### src/rtl/pipe_skid_buffer.sv
// Two-entry valid/ready register slice. Breaks the combinational ready path
// (in_ready is a flop) while sustaining one word per cycle; a word arriving
// while the output is stalled is parked in a skid register.
//
// Ports:
//   clk        rising-edge clock
//   rst_n      asynchronous active-low reset
//   in_data    upstream payload, sampled on in_valid & in_ready
//   in_valid   upstream word present
//   in_ready   slice can accept a word this cycle (registered)
//   out_data   downstream payload (main register)
//   out_valid  main register holds a valid word (registered)
//   out_ready  downstream accepts out_data this cycle
//   occupancy  stored words, 0..2 (registered)
module pipe_skid_buffer #(
   parameter int unsigned DATA_WIDTH = 8
) (
   input  logic                  clk,
   input  logic                  rst_n,
   input  logic [DATA_WIDTH-1:0] in_data,
   input  logic                  in_valid,
   output logic                  in_ready,
   output logic [DATA_WIDTH-1:0] out_data,
   output logic                  out_valid,
   input  logic                  out_ready,
   output logic [1:0]            occupancy
);

   localparam int unsigned OCC_W = 2;

   // Encoding equals the number of stored words.
   typedef enum logic [OCC_W-1:0] {
      EMPTY = 2'd0,
      BUSY  = 2'd1,
      FULL  = 2'd2
   } state_t;

   state_t                state_q;
   state_t                state_nxt;
   logic [DATA_WIDTH-1:0] main_q;
   logic [DATA_WIDTH-1:0] main_nxt;
   logic [DATA_WIDTH-1:0] skid_q;
   logic [DATA_WIDTH-1:0] skid_nxt;
   logic                  in_ready_nxt;
   logic                  out_valid_nxt;
   logic [OCC_W-1:0]      occupancy_nxt;
   logic                  xfer_in_c;
   logic                  xfer_out_c;

   // Handshakes use only registered flags, so no input-to-output comb path.
   assign xfer_in_c  = in_valid & in_ready;
   assign xfer_out_c = out_valid & out_ready;
   assign out_data   = main_q;

   // State, datapath and registered status flags.
   always_ff @(posedge clk or negedge rst_n) begin
      if (!rst_n) begin
         state_q   <= EMPTY;
         main_q    <= '0;
         skid_q    <= '0;
         in_ready  <= 1'b0;
         out_valid <= 1'b0;
         occupancy <= '0;
      end else begin
         state_q   <= state_nxt;
         main_q    <= main_nxt;
         skid_q    <= skid_nxt;
         in_ready  <= in_ready_nxt;
         out_valid <= out_valid_nxt;
         occupancy <= occupancy_nxt;
      end
   end

   // Next-state, datapath loads and next values of the status flags.
   always_comb begin
      state_nxt = state_q;
      main_nxt  = main_q;
      skid_nxt  = skid_q;

      unique case (state_q)
         EMPTY: begin
            if (xfer_in_c) begin
               main_nxt  = in_data;
               state_nxt = BUSY;
            end
         end
         BUSY: begin
            if (xfer_in_c && xfer_out_c) begin
               main_nxt = in_data;
            end else if (xfer_in_c) begin
               skid_nxt  = in_data;
               state_nxt = FULL;
            end else if (xfer_out_c) begin
               state_nxt = EMPTY;
            end
         end
         FULL: begin
            // Skid word always follows the main word out.
            if (xfer_out_c) begin
               main_nxt  = skid_q;
               state_nxt = BUSY;
            end
         end
         default: state_nxt = EMPTY;
      endcase

      in_ready_nxt  = (state_nxt != FULL);
      out_valid_nxt = (state_nxt != EMPTY);
      occupancy_nxt = OCC_W'(state_nxt);
   end

endmodule

### config.mk
export PLATFORM = sky130hd
export DESIGN_NAME = pipe_skid_buffer
export DESIGN_NICKNAME = d
export VERILOG_FILES = /design/src/rtl/pipe_skid_buffer.sv
export SDC_FILE = /design/constraint.sdc
export NUM_CORES = 1
export LEC_CHECK = 0
export CAP_MARGIN = 10
export CORE_MARGIN = 8
export CORE_UTILIZATION = 50
export CTS_BUF_LIST = sky130_fd_sc_hd__clkbuf_4
export DETAILED_ROUTE_END_ITERATION = 7
export DONT_BUFFER_PORTS = 1
export GPL_ROUTABILITY_DRIVEN = 0
export PLACE_DENSITY_LB_ADDON = 0.12
export SYNTH_ARGS = -nofsm -noshare
export SYNTH_HDL_FRONTEND = slang
export SYNTH_SLANG_ARGS = --single-unit
### constraint.sdc
create_clock -name clk -period 1.5 [get_ports clk]
set_input_delay 0.3 -clock clk [delete_from_list [all_inputs] [get_ports clk]]
set_output_delay 0.3 -clock clk [all_outputs]
set_load 0.005 [all_outputs]
==> flow_summary_export.csv, run 1 <==
group,metric,value,unit
outcome,outcome,"complete, no violations",
power_and_ir_drop,netSwitchingFraction,0.3185,
floorplanning,num_rows,15,
floorplanning,die_extent_in_y,58.51,um
sta,final-setup-viol-count,0,
finish,post-route-util,0.6410,
synthesis,post-synth-top-count-cell,"mux2_2",
synthesis,combinational_family_with_the_most_area_after_synthesis,"multiplexers",
critical_path,rr_startpoint,"state_q[0]$_DFF_PN0_",
synthesis,syn_area_per_cell,14.57,um^2
synthesis,yosysTopAreaCell,"dfrtp_1",
sta,finalCritPeriodShare,0.9812,
power_and_ir_drop,switchingPower,692.5,uW
power_and_ir_drop,p_int,1.482,mW
finish,layout.cell_area.non_filler,1095,um^2
clocking,cts.clk_slew.worst_paths,0.11,ns
synthesis,synthesis.nets,74,
critical_path,critical-path-max-stage-delay,0.45,ns
sta,finalWorstPathRequiredPeriod,1.472,ns
clocking,cts.path.max_buffers,2,
critical_path,worst_ep_required_time,1.70,ns
floorplanning,fp.dieArea,3423,um^2
synthesis,post_synthesis_share_of_cell_area_spent_on_xor_and_xnor_gates,0,
synthesis,postSynth.asyncResetShare,1.000,
clocking,clock_sinks,20,
hold_path,hold_path_class,"in2reg",
placement,place_area,1005,um^2
sta,finalSetupTns,0,ns
synthesis,post_synth_most_frequent_cells,"24 x mux2_2, 20 x dfrtp_1, 4 x a21oi_1",
synthesis,post_synth_main_area_contributors,"dfrtp_1 55%, mux2_2 30%, o32ai_4 3.0%",
critical_path,cp_slowest_cell,"dfrtp_1",
route,detail_route.wl_per_cell,18.75,um
grt,initial_antenna_violation_count,0,
power_and_ir_drop,share_comb_of_total_power,0.419,
floorplanning,start_util,0.5289,
route,via_count,566,
sta,timing_worst_slew_pin_value,0.8857,ns
synthesis,complex_gate_fraction_of_the_synthesized_area,0.09280,
power_and_ir_drop,power.clock.fraction,0.119,
route,drtPass1Iterations,3,
synthesis,cell_area_after_synthesis,903.4,um^2
finish,layout-drive-gt1-share,0.5733,
critical_path,critical_path_arrival,1.67,ns
critical_path,startpoint,"state_q[0]$_DFF_PN0_",
critical_path,setup.worst_path.class,"reg2reg",
synthesis,synth_simple_gate_area_share,0.04848,
power_and_ir_drop,power_frac_seq,0.462,
clocking,cts_made_buffers,3,
grt,grt_max_degree,21,
finish,diodes,0,
sta,max_slew_margin,0.4076,
synthesis,ys.warnings.count,0,
synthesis,synth_edf_count,0,
floorplanning,die_width,58.51,um
synthesis,netlist-cell-type-count,16,
placement,dpl.hpwl,1.336,mm
hold_path,hold_path_startpoint,"out_ready",
route,antenna_left,0,
grt,grtUsageTotal,0.1197,
route,drtIter0Drc,3,
clocking,cts_htree_levels,1,
critical_path,worst-path-max-fanout,5,
grt,overflow,0,
route,post_drt_via_cell_ratio,5.660,
grt,first_global_vias,625,
synthesis,synthMuxAreaShare,0.2992,
critical_path,cp_cell_sequence,"a21boi_4 -> o32ai_4 -> buf_6 -> mux2_2",
critical_path,endpoint_kind,"flip-flop",
route,totalWireLength,1.875,mm
floorplanning,core_area,1708,um^2
clocking,worstSkewPairLatency,0.30,ns
clocking,cts_post_setup_buffers_inserted,0,
synthesis,post_synth_inst_count,62,
sta,setup_repair_after_global_routing_missed_its_margin,"yes",
power_and_ir_drop,total_leakage_power,0.4807,nW
sta,slew_viol_final,0,
synthesis,part_of_the_yosys_area_used_for_sequential_elements,0.5540,
critical_path,kind_of_launch_point_of_the_worst_setup_path,"flip-flop",
synthesis,synth_flop_cell,"dfrtp_1",
sta,hold_viol_final,0,
placement,buffer_ports.inserted,0,
clocking,cts_root_buf,"clkbuf_4",
finish,number_of_nets_in_the_finished_design,89,
grt,grt_first_pass_wirelength,3.015,mm
finish,flow.area_growth_from_synthesis,21.19,%
power_and_ir_drop,vdd.ir_drop.worst,1074,uV
route,drc,0,
power_and_ir_drop,power-per-cell-area,1986,nW/um^2
clocking,cts_tree,"done",
synthesis,post-synth-top-area-fraction,0.5540,
synthesis,arithmetic_cell_share_of_the_synthesized_area_counting_full_adders_half_adders_and_majority_gates,0,
finish,fillerInstances,137,
sta,fmaxAchievable,0.6794,GHz
synthesis,ys_ff_latch,20,
floorplanning,floorplan.io_pins,24,
run,timing.max_cap.violations,0,
sta,skew,0.0007011,ns
[power groups by stage]
stage | Combinational, mW | Sequential [mW] | Clock, mW
floorplan | 0.533 | 0.971 | 0
CTS | 0.812 | 0.995 | 0.261
global route | 0.994 | 1.04 | 0.278
finish | 0.911 | 1.01 | 0.258
global placement | 0.775 | 0.997 | 0
detailed placement | 0.799 | 1.01 | 0
[worst max-delay path, delay by kind of cell (launching register included)]
| family | cells | cell delay [ns] |
|---|---|---|
| flip-flops | 1 | 0.45 |
| AO/OA/AOI/OAI | 2 | 0.42 |
| multiplexers | 1 | 0.33 |
| buffers and inverters | 1 | 0.17 |
[metrics by stage]
step,std cells,power (mW),hold WS [ns],worst slack (ns)
6_report,100,2.175,0.07503,0.02818
5_1_grt,100,2.315,0.06110,-0.04185
4_1_cts,100,2.067,0.07344,0.02462
3_3_place_gp,96,1.772,0.004916,0.06140
2_1_floorplan,62,1.505,0.004409,0.01294
3_5_place_dp,96,1.806,0.004912,0.04576
[cells in the final DEF (no fill, tap or decap), types with 3 or more instances in the layout]
cell type  instances
a21oi_1            4
dfrtp_1           20
mux2_4             7
buf_6              3
mux2_2            17
clkbuf_4           3
buf_4              7
[logic make-up after synthesis]
kind of cell,count (synthesis)
muxes,24
DFF,20
AOI/OAI and AO/OA,10
and+or+nand+nor,7
buffers and inverters,1
[routing by layer]
| layer | up-vias | wire length, um | track usage |
|---|---|---|---|
| li1 | 256 | - | - |
| met1 | 288 | 792 | 0.1341 |
| met2 | 17 | 842 | 0.1701 |
| met3 | 5 | 195 | 0.06957 |
| met4 | 0 | 45 | 0.07343 |
| met5 | - | 0 | 0 |
[path summary, 6_finish.rpt]
path                       slack, ns  cells after the start                      end
hold / removal                  0.08                      1     state_q[1]$_DFF_PN0_
min in group asynchronous       0.55                      1    skid_q[1]$_DFFE_PN0P_
setup / recovery                0.03                      4  out_data[0]$_DFFE_PN0P_
max in group asynchronous       0.41                      1      out_valid$_DFF_PN0_
hold reg to reg                 0.51                      1    skid_q[6]$_DFFE_PN0P_
setup reg to reg                0.03                      4  out_data[0]$_DFFE_PN0P_
[flip-flops by register name, indices dropped and copies added, names as in the netlist]
name and count:
out_data 8, skid_q 8, state_q 2, in_ready 1, out_valid 1
[what timing repair did]
action,4_1_cts,5_1_grt
endpoints found under the setup margin,0,16
hold buffers,1,0
resized for setup,0,15
hold endpoints to repair,20,0
[final cells by class]
class,count,area (um^2),area share
clock buffers,3,22.52,0.02057
multi-input cells,41,444.2,0.4057
flip-flops and latches,20,500.5,0.4571
well taps,25,31.28,0.02857
repair buffers,11,96.34,0.08800
(Power assumes the default switching activity.)
==> run 2: changes to the inputs <==
- ABC_AREA: unset -> 1
==> run 2 against run 1 <==
Effect of this change: total power increased by 6.4%; setup slack improved by 0.27 ns; flip-flop and latch count unchanged; critical path depth increased by 2; via count increased by 33%; die area increased by 2.7%; utilization decreased by 4.6 points; routed wire length increased by 0.85%; sequential power about the same; synthesized cell count increased by 94%; register-to-register slack improved by 0.27 ns; hold slack improved by 0.057 ns; critical endpoint is now out_data[4]$_DFFE_PN0P_.
==> flow_summary_export.csv, run 2 <==
group,metric,value,unit
finish,most_common_cell_after_layout_fill_and_taps_aside,"nand2_1",
clocking,cts_post_setup_buffers_inserted,0,
critical_path,rr_startpoint,"state_q[1]$_DFF_PN0_",
route,drtIter0Drc,33,
critical_path,worst-path-max-fanout,9,
synthesis,netlist-cell-type-count,13,
sta,finalCritPeriodShare,0.8022,
route,antenna_left,0,
hold_path,hold_path_class,"in2reg",
synthesis,cell_area_after_synthesis,937.1,um^2
power_and_ir_drop,power_frac_seq,0.436,
power_and_ir_drop,p_int,1.365,mW
synthesis,yosysTopAreaCell,"dfrtp_1",
synthesis,ys.warnings.count,0,
power_and_ir_drop,power-per-cell-area,2228,nW/um^2
sta,final-setup-viol-count,0,
finish,fin_cells,151,
synthesis,post_synth_main_area_contributors,"dfrtp_1 53%, nand2_1 25%, nand3_1 8.5%",
floorplanning,fp.dieArea,3516,um^2
clocking,worstSkewPairLatency,0.30,ns
power_and_ir_drop,switchingPower,948.6,uW
sta,max_slew_margin,0.4049,
clocking,clock_sinks,20,
floorplanning,die_width,59.30,um
grt,grt_first_pass_wirelength,3.374,mm
clocking,cts_tree,"done",
floorplanning,num_rows,15,
finish,flow.area_growth_from_synthesis,10.81,%
hold_path,hold_path_startpoint,"in_data[3]",
hold_path,hold-path-cell-count,2,
placement,buffer_ports.inserted,0,
route,post_drt_via_cell_ratio,4.974,
synthesis,post-synth-top-area-fraction,0.5340,
power_and_ir_drop,power.clock.fraction,0.189,
clocking,cts.path.max_buffers,2,
synthesis,synth_edf_count,0,
route,via_count,751,
floorplanning,start_util,0.5369,
synthesis,part_of_the_yosys_area_used_for_sequential_elements,0.5340,
sta,slew_viol_final,0,
sta,timing_worst_slew_pin_value,0.8898,ns
finish,post-route-util,0.5950,
critical_path,timing.rr.end,"out_data[4]$_DFFE_PN0P_",
grt,overflow,0,
route,detail_route.wl_per_cell,12.52,um
critical_path,setup.worst_path.class,"reg2reg",
synthesis,synth_flop_cell,"dfrtp_1",
synthesis,post-synth-top-count-cell,"nand2_1",
outcome,outcome,"complete, no violations",
sta,setup_repair_after_global_routing_missed_its_margin,"no",
clocking,cts_root_buf,"clkbuf_4",
grt,grt_max_degree,21,
route,totalWireLength,1.891,mm
finish,layout-drive-gt1-share,0.1508,
placement,placedCellCount,146,
synthesis,syn_area_per_cell,7.810,um^2
hold_path,min_to,"skid_q[3]$_DFFE_PN0P_",
clocking,cts_made_buffers,3,
synthesis,post_synth_most_frequent_cells,"63 x nand2_1, 20 x dfrtp_1, 16 x nand3_1",
clocking,cts_htree_levels,1,
sta,skew,0.001417,ns
power_and_ir_drop,power,2.314,mW
sta,fmaxAchievable,0.8310,GHz
sta,finalSetupTns,0,ns
critical_path,critical_path_arrival,1.41,ns
run,timing.max_cap.violations,0,
sta,finalWorstPathRequiredPeriod,1.203,ns
finish,most-common-layout-cells,"63 x nand2_1, 20 x dfrtp_1, 16 x nand3_1, 4 x inv_1, 4 x nand2_2",
synthesis,ys_ff_latch,20,
synthesis,synthesis.nets,132,
synthesis,postSynth.asyncResetShare,1.000,
grt,first_global_vias,729,
finish,diodes,0,
finish,number_of_nets_in_the_finished_design,139,
grt,initial_antenna_violation_count,0,
power_and_ir_drop,total_leakage_power,0.5780,nW
route,drtPass1Iterations,4,
power_and_ir_drop,share_comb_of_total_power,0.374,
critical_path,endpoint_kind,"flip-flop",
critical_path,startpoint,"state_q[1]$_DFF_PN0_",
synthesis,post_synth_inst_count,120,
clocking,cts_repair_resizes,0,
sta,hold_viol_final,0,
grt,grtUsageTotal,0.1237,
route,drc,0,
critical_path,kind_of_launch_point_of_the_worst_setup_path,"flip-flop",
critical_path,worstRegToRegCells,6,
floorplanning,core_area,1745,um^2
floorplanning,floorplan.io_pins,24,
power_and_ir_drop,netSwitchingFraction,0.4100,
power_and_ir_drop,vdd.ir_drop.worst,1322,uV
critical_path,r2r_setup_slack,0.30,ns
clocking,cts.clk_slew.worst_paths,0.11,ns
critical_path,worst_ep_required_time,1.71,ns
floorplanning,die_extent_in_y,59.30,um
placement,dpl.hpwl,1.493,mm
## run 2: changes by cell type after synthesis, moves of 2 or more
cell,before,now
nand2_1,2,63
mux2_2,24,0
nand3_1,0,16
inv_1,0,4
a21oi_1,4,1
inv_2,0,3
nand2_2,1,4
nor2_2,0,3
nor2_1,0,2
## run 2: how the worst max path moves through the flow
stage	depth (start not counted)	slack [ns]	endpoint
after floorplan	5	0.40	out_data[0]$_DFFE_PN0P_
after global placement	6	0.34	out_data[3]$_DFFE_PN0P_
after detailed placement	6	0.31	out_data[4]$_DFFE_PN0P_
after CTS	6	0.29	out_data[4]$_DFFE_PN0P_
after global routing	6	0.18	out_data[7]$_DFFE_PN0P_
final	6	0.30	out_data[4]$_DFFE_PN0P_
## run 2: worst max-delay path, cell delays in order (launching register included)
cell and delay (ns):
dfrtp_1 0.53, buf_4 0.22, nand2_2 0.11, nand2_1 0.08
nand2_1 0.05, nand2_1 0.06, nand2_1 0.05
## run 2: cell families after synthesis
family          synth area share
simple gates              0.4152
flops                     0.5340
buf+inv                  0.03605
compound gates           0.01468
## run 2: timing repair
item / 4_1_cts / 5_1_grt
hold buffers: 1 / 0
endpoints found under the setup margin: 0 / 0
hold endpoints to repair: 20 / 0
## run 2: area by class of cell
cell class                 count  area, um^2
clock buffer                   3       22.52
multi-input combinational     92       402.9
fill                         168       706.9
tap                           25       31.28
timing repair buffer           3       25.02
inverter                       7       26.28
clock inverter                 1       30.03
sequential                    20       500.5
## run 2: stage by stage
stage / instance area [um^2] / setup slack, ns / hold slack, ns
after floorplan: 937.1 / 0.3958 / 0.004409
after global placement: 975.9 / 0.3391 / 0.004990
after detailed placement: 975.9 / 0.3075 / 0.005008
after CTS: 1039 / 0.2947 / 0.1238
after global routing: 1039 / 0.1810 / 0.1233
final: 1039 / 0.2966 / 0.1318
## run 2: power groups by stage
| stage | combinational (mW) | clock [mW] | sequential (mW) |
|---|---|---|---|
| after floorplan | 0.718 | 0 | 0.964 |
| after global placement | 0.833 | 0 | 1.03 |
| after detailed placement | 0.859 | 0 | 1.03 |
| after CTS | 0.875 | 0.451 | 1.01 |
| after global routing | 1.03 | 0.475 | 1.05 |
| final | 0.866 | 0.438 | 1.01 |
## run 2: routing by layer
layer / track usage / routed length (um) / part of all wire
met4: 0.06143 / 26 / 0.014
met3: 0.04121 / 176 / 0.093
met1: 0.1601 / 871 / 0.46
met2: 0.1772 / 816 / 0.43
met5: 0 / 0 / 0
==> run 3: changes to the inputs <==
- clock period: 1.5 -> 1 ns (I/O delays scaled with it)
==> run 3 against run 2 <==
Effect of this change: the run now ends with negative setup slack left; count of clock-buffer cells in the layout is 1 higher; combinational power rose to 2.6 times the previous value; clock skew is 0.0085 ns higher; highest routed layer unchanged; sequential power is 55% higher; die area is the same; clock power shrank 3%; design area up 25%; non-clock buffer count up 13; total power grew 84%; hold slack got worse by 0.12 ns; sequential share of layout area is 9.4 points lower; critical path type is now reg2out.
==> flow_summary_export.csv, run 3 (synthesis gave the netlist of run 2 again) <==
group,metric,value,unit
outcome,outcome,"complete, but fails checks",
outcome,failed_checks,"negative setup slack",
critical_path,crit_path_buffers_inverters,1,
sta,setup_repair_after_global_routing_missed_its_margin,"yes",
route,route.top_layer_used,"met4",
sta,slew_viol_final,0,
sta,hold_viol_final,0,
grt,grt_max_degree,21,
clocking,worstSkewPairLatency,0.30,ns
sta,skew,0.009907,ns
power_and_ir_drop,power_frac_seq,0.369,
power_and_ir_drop,total_leakage_power,0.6733,nW
clocking,cts_tree,"done",
sta,timing_worst_slew_pin_value,0.8528,ns
route,drtPass1Iterations,4,
power_and_ir_drop,power-per-cell-area,3294,nW/um^2
floorplanning,num_rows,15,
floorplanning,die_width,59.30,um
critical_path,critical-path-max-stage-delay,0.51,ns
clocking,cts_root_buf,"clkbuf_4",
run,timing.max_cap.violations,0,
critical_path,cp_cell_sequence,"buf_6",
route,post_drt_via_cell_ratio,5.250,
clocking,cts.clk_slew.worst_paths,0.11,ns
critical_path,endpoint_kind,"output port",
power_and_ir_drop,vdd.ir_drop.worst,1745,uV
sta,finalWorstPathRequiredPeriod,1.157,ns
finish,layout-drive-gt1-share,0.3885,
critical_path,critPathTopFamily,"flip-flops",
floorplanning,fp.dieArea,3516,um^2
clocking,cts_htree_levels,1,
critical_path,setup.worst_path.class,"reg2out",
power_and_ir_drop,switchingPower,1.879,mW
floorplanning,start_util,0.5369,
route,detailroute.wirelength.met2,1.211,mm
finish,flow.area_growth_from_synthesis,38.18,%
grt,grtUsageTotal,0.1373,
power_and_ir_drop,power.clock.fraction,0.099,
critical_path,cp_slowest_cell,"dfrtp_2",
clocking,clock_sinks,20,
route,totalWireLength,2.442,mm
sta,finalCritPeriodShare,1.157,
finish,most_common_cell_after_layout_fill_and_taps_aside,"nand2_1",
finish,post-route-util,0.7419,
route,via_count,861,
placement,place_area,1075,um^2
finish,layout.cell_area.non_filler,1295,um^2
route,drc,0,
power_and_ir_drop,netSwitchingFraction,0.4405,
critical_path,worst_ep_required_time,0.80,ns
route,detail_route.wl_per_cell,14.89,um
floorplanning,core_area,1745,um^2
placement,dpl.hpwl,1.582,mm
power_and_ir_drop,p_int,2.387,mW
grt,overflow,0,
finish,number_of_nets_in_the_finished_design,152,
route,wl_met3,229,um
placement,buffer_ports.inserted,0,
finish,most-common-layout-cells,"51 x nand2_1, 18 x dfrtp_1, 11 x nand2_2, 10 x buf_6, 9 x nand3_1",
finish,diodes,0,
route,antenna_left,0,
sta,final-setup-viol-count,23,
critical_path,worst-path-max-fanout,8,
clocking,cts_made_buffers,3,
route,wl_met1,956,um
sta,final_worst_path_setup_slack,-0.1574,ns
grt,first_global_vias,819,
sta,fmaxAchievable,0.8640,GHz
floorplanning,die_extent_in_y,59.30,um
route,drtIter0Drc,24,
sta,max_slew_margin,0.4314,
critical_path,critical_path_arrival,0.96,ns
critical_path,kind_of_launch_point_of_the_worst_setup_path,"flip-flop",
floorplanning,floorplan.io_pins,24,
grt,grt_first_pass_wirelength,3.705,mm
power_and_ir_drop,share_comb_of_total_power,0.532,
clocking,cts.path.max_buffers,2,
hold_path,hold_path_class,"in2reg",
grt,initial_antenna_violation_count,0,
-- run 3: repair_timing --
action | in CTS | in global routing
hold buffers | 1 | 2
resized for setup | 18 | 22
endpoints found under the hold margin | 20 | 2
pin swaps | 6 | 14
endpoints found under the setup margin | 23 | 44
setup buffers | 0 | 2
-- run 3: metal layers --
layer,GRT usage,vias to the layer above
met5,0,-
met4,0.07167,0
met3,0.04338,6
met2,0.2157,43
met1,0.1620,401
li1,-,411
-- run 3: worst paths after layout --
kind | start | endpoint | slack [ns] | cells after the start
setup / recovery | state_q[1]$_DFF_PN0_ | occupancy[1] | -0.16 | 1
hold / removal | in_data[1] | skid_q[1]$_DFFE_PN0P_ | 0.007 | 2
setup reg to reg | state_q[1]$_DFF_PN0_ | out_data[7]$_DFFE_PN0P_ | -0.16 | 6
hold reg to reg | skid_q[7]$_DFFE_PN0P_ | skid_q[7]$_DFFE_PN0P_ | 0.49 | 2
max in group asynchronous | rst_n | state_q[1]$_DFF_PN0_ | 0.36 | 1
min in group asynchronous | rst_n | out_data[5]$_DFFE_PN0P_ | 0.06 | 1
-- run 3: power by group through the flow --
stage	logic [mW]	registers (mW)	clock network, mW
final	2.27	1.57	0.423
after global routing	2.48	1.63	0.480
after CTS	1.91	1.56	0.435
after detailed placement	1.68	1.54	0
after global placement	1.65	1.52	0
after floorplan	1.14	1.46	0
-- run 3: area by class of cell --
class / count / area, um^2
fillers: 126 / 450.4
flip-flops and latches: 20 / 503.0
clock buffers: 4 / 30.03
multi-input cells: 92 / 519.2
repair buffers: 16 / 180.2
well taps: 25 / 31.28
inverters: 7 / 31.28
-- run 3: through the flow --
step	hold slack [ns]	TNS [ns]	cells	total power, mW	setup slack [ns]
2_1_floorplan	-0.09559	-0.5557	120	2.598	-0.06947
3_3_place_gp	-0.09501	-0.8826	155	3.168	-0.08839
3_5_place_dp	-0.09500	-1.226	155	3.218	-0.1107
4_1_cts	0.02478	-2.498	160	3.901	-0.1479
5_1_grt	0.01189	-3.897	164	4.595	-0.2294
6_report	0.006878	-2.514	164	4.266	-0.1574
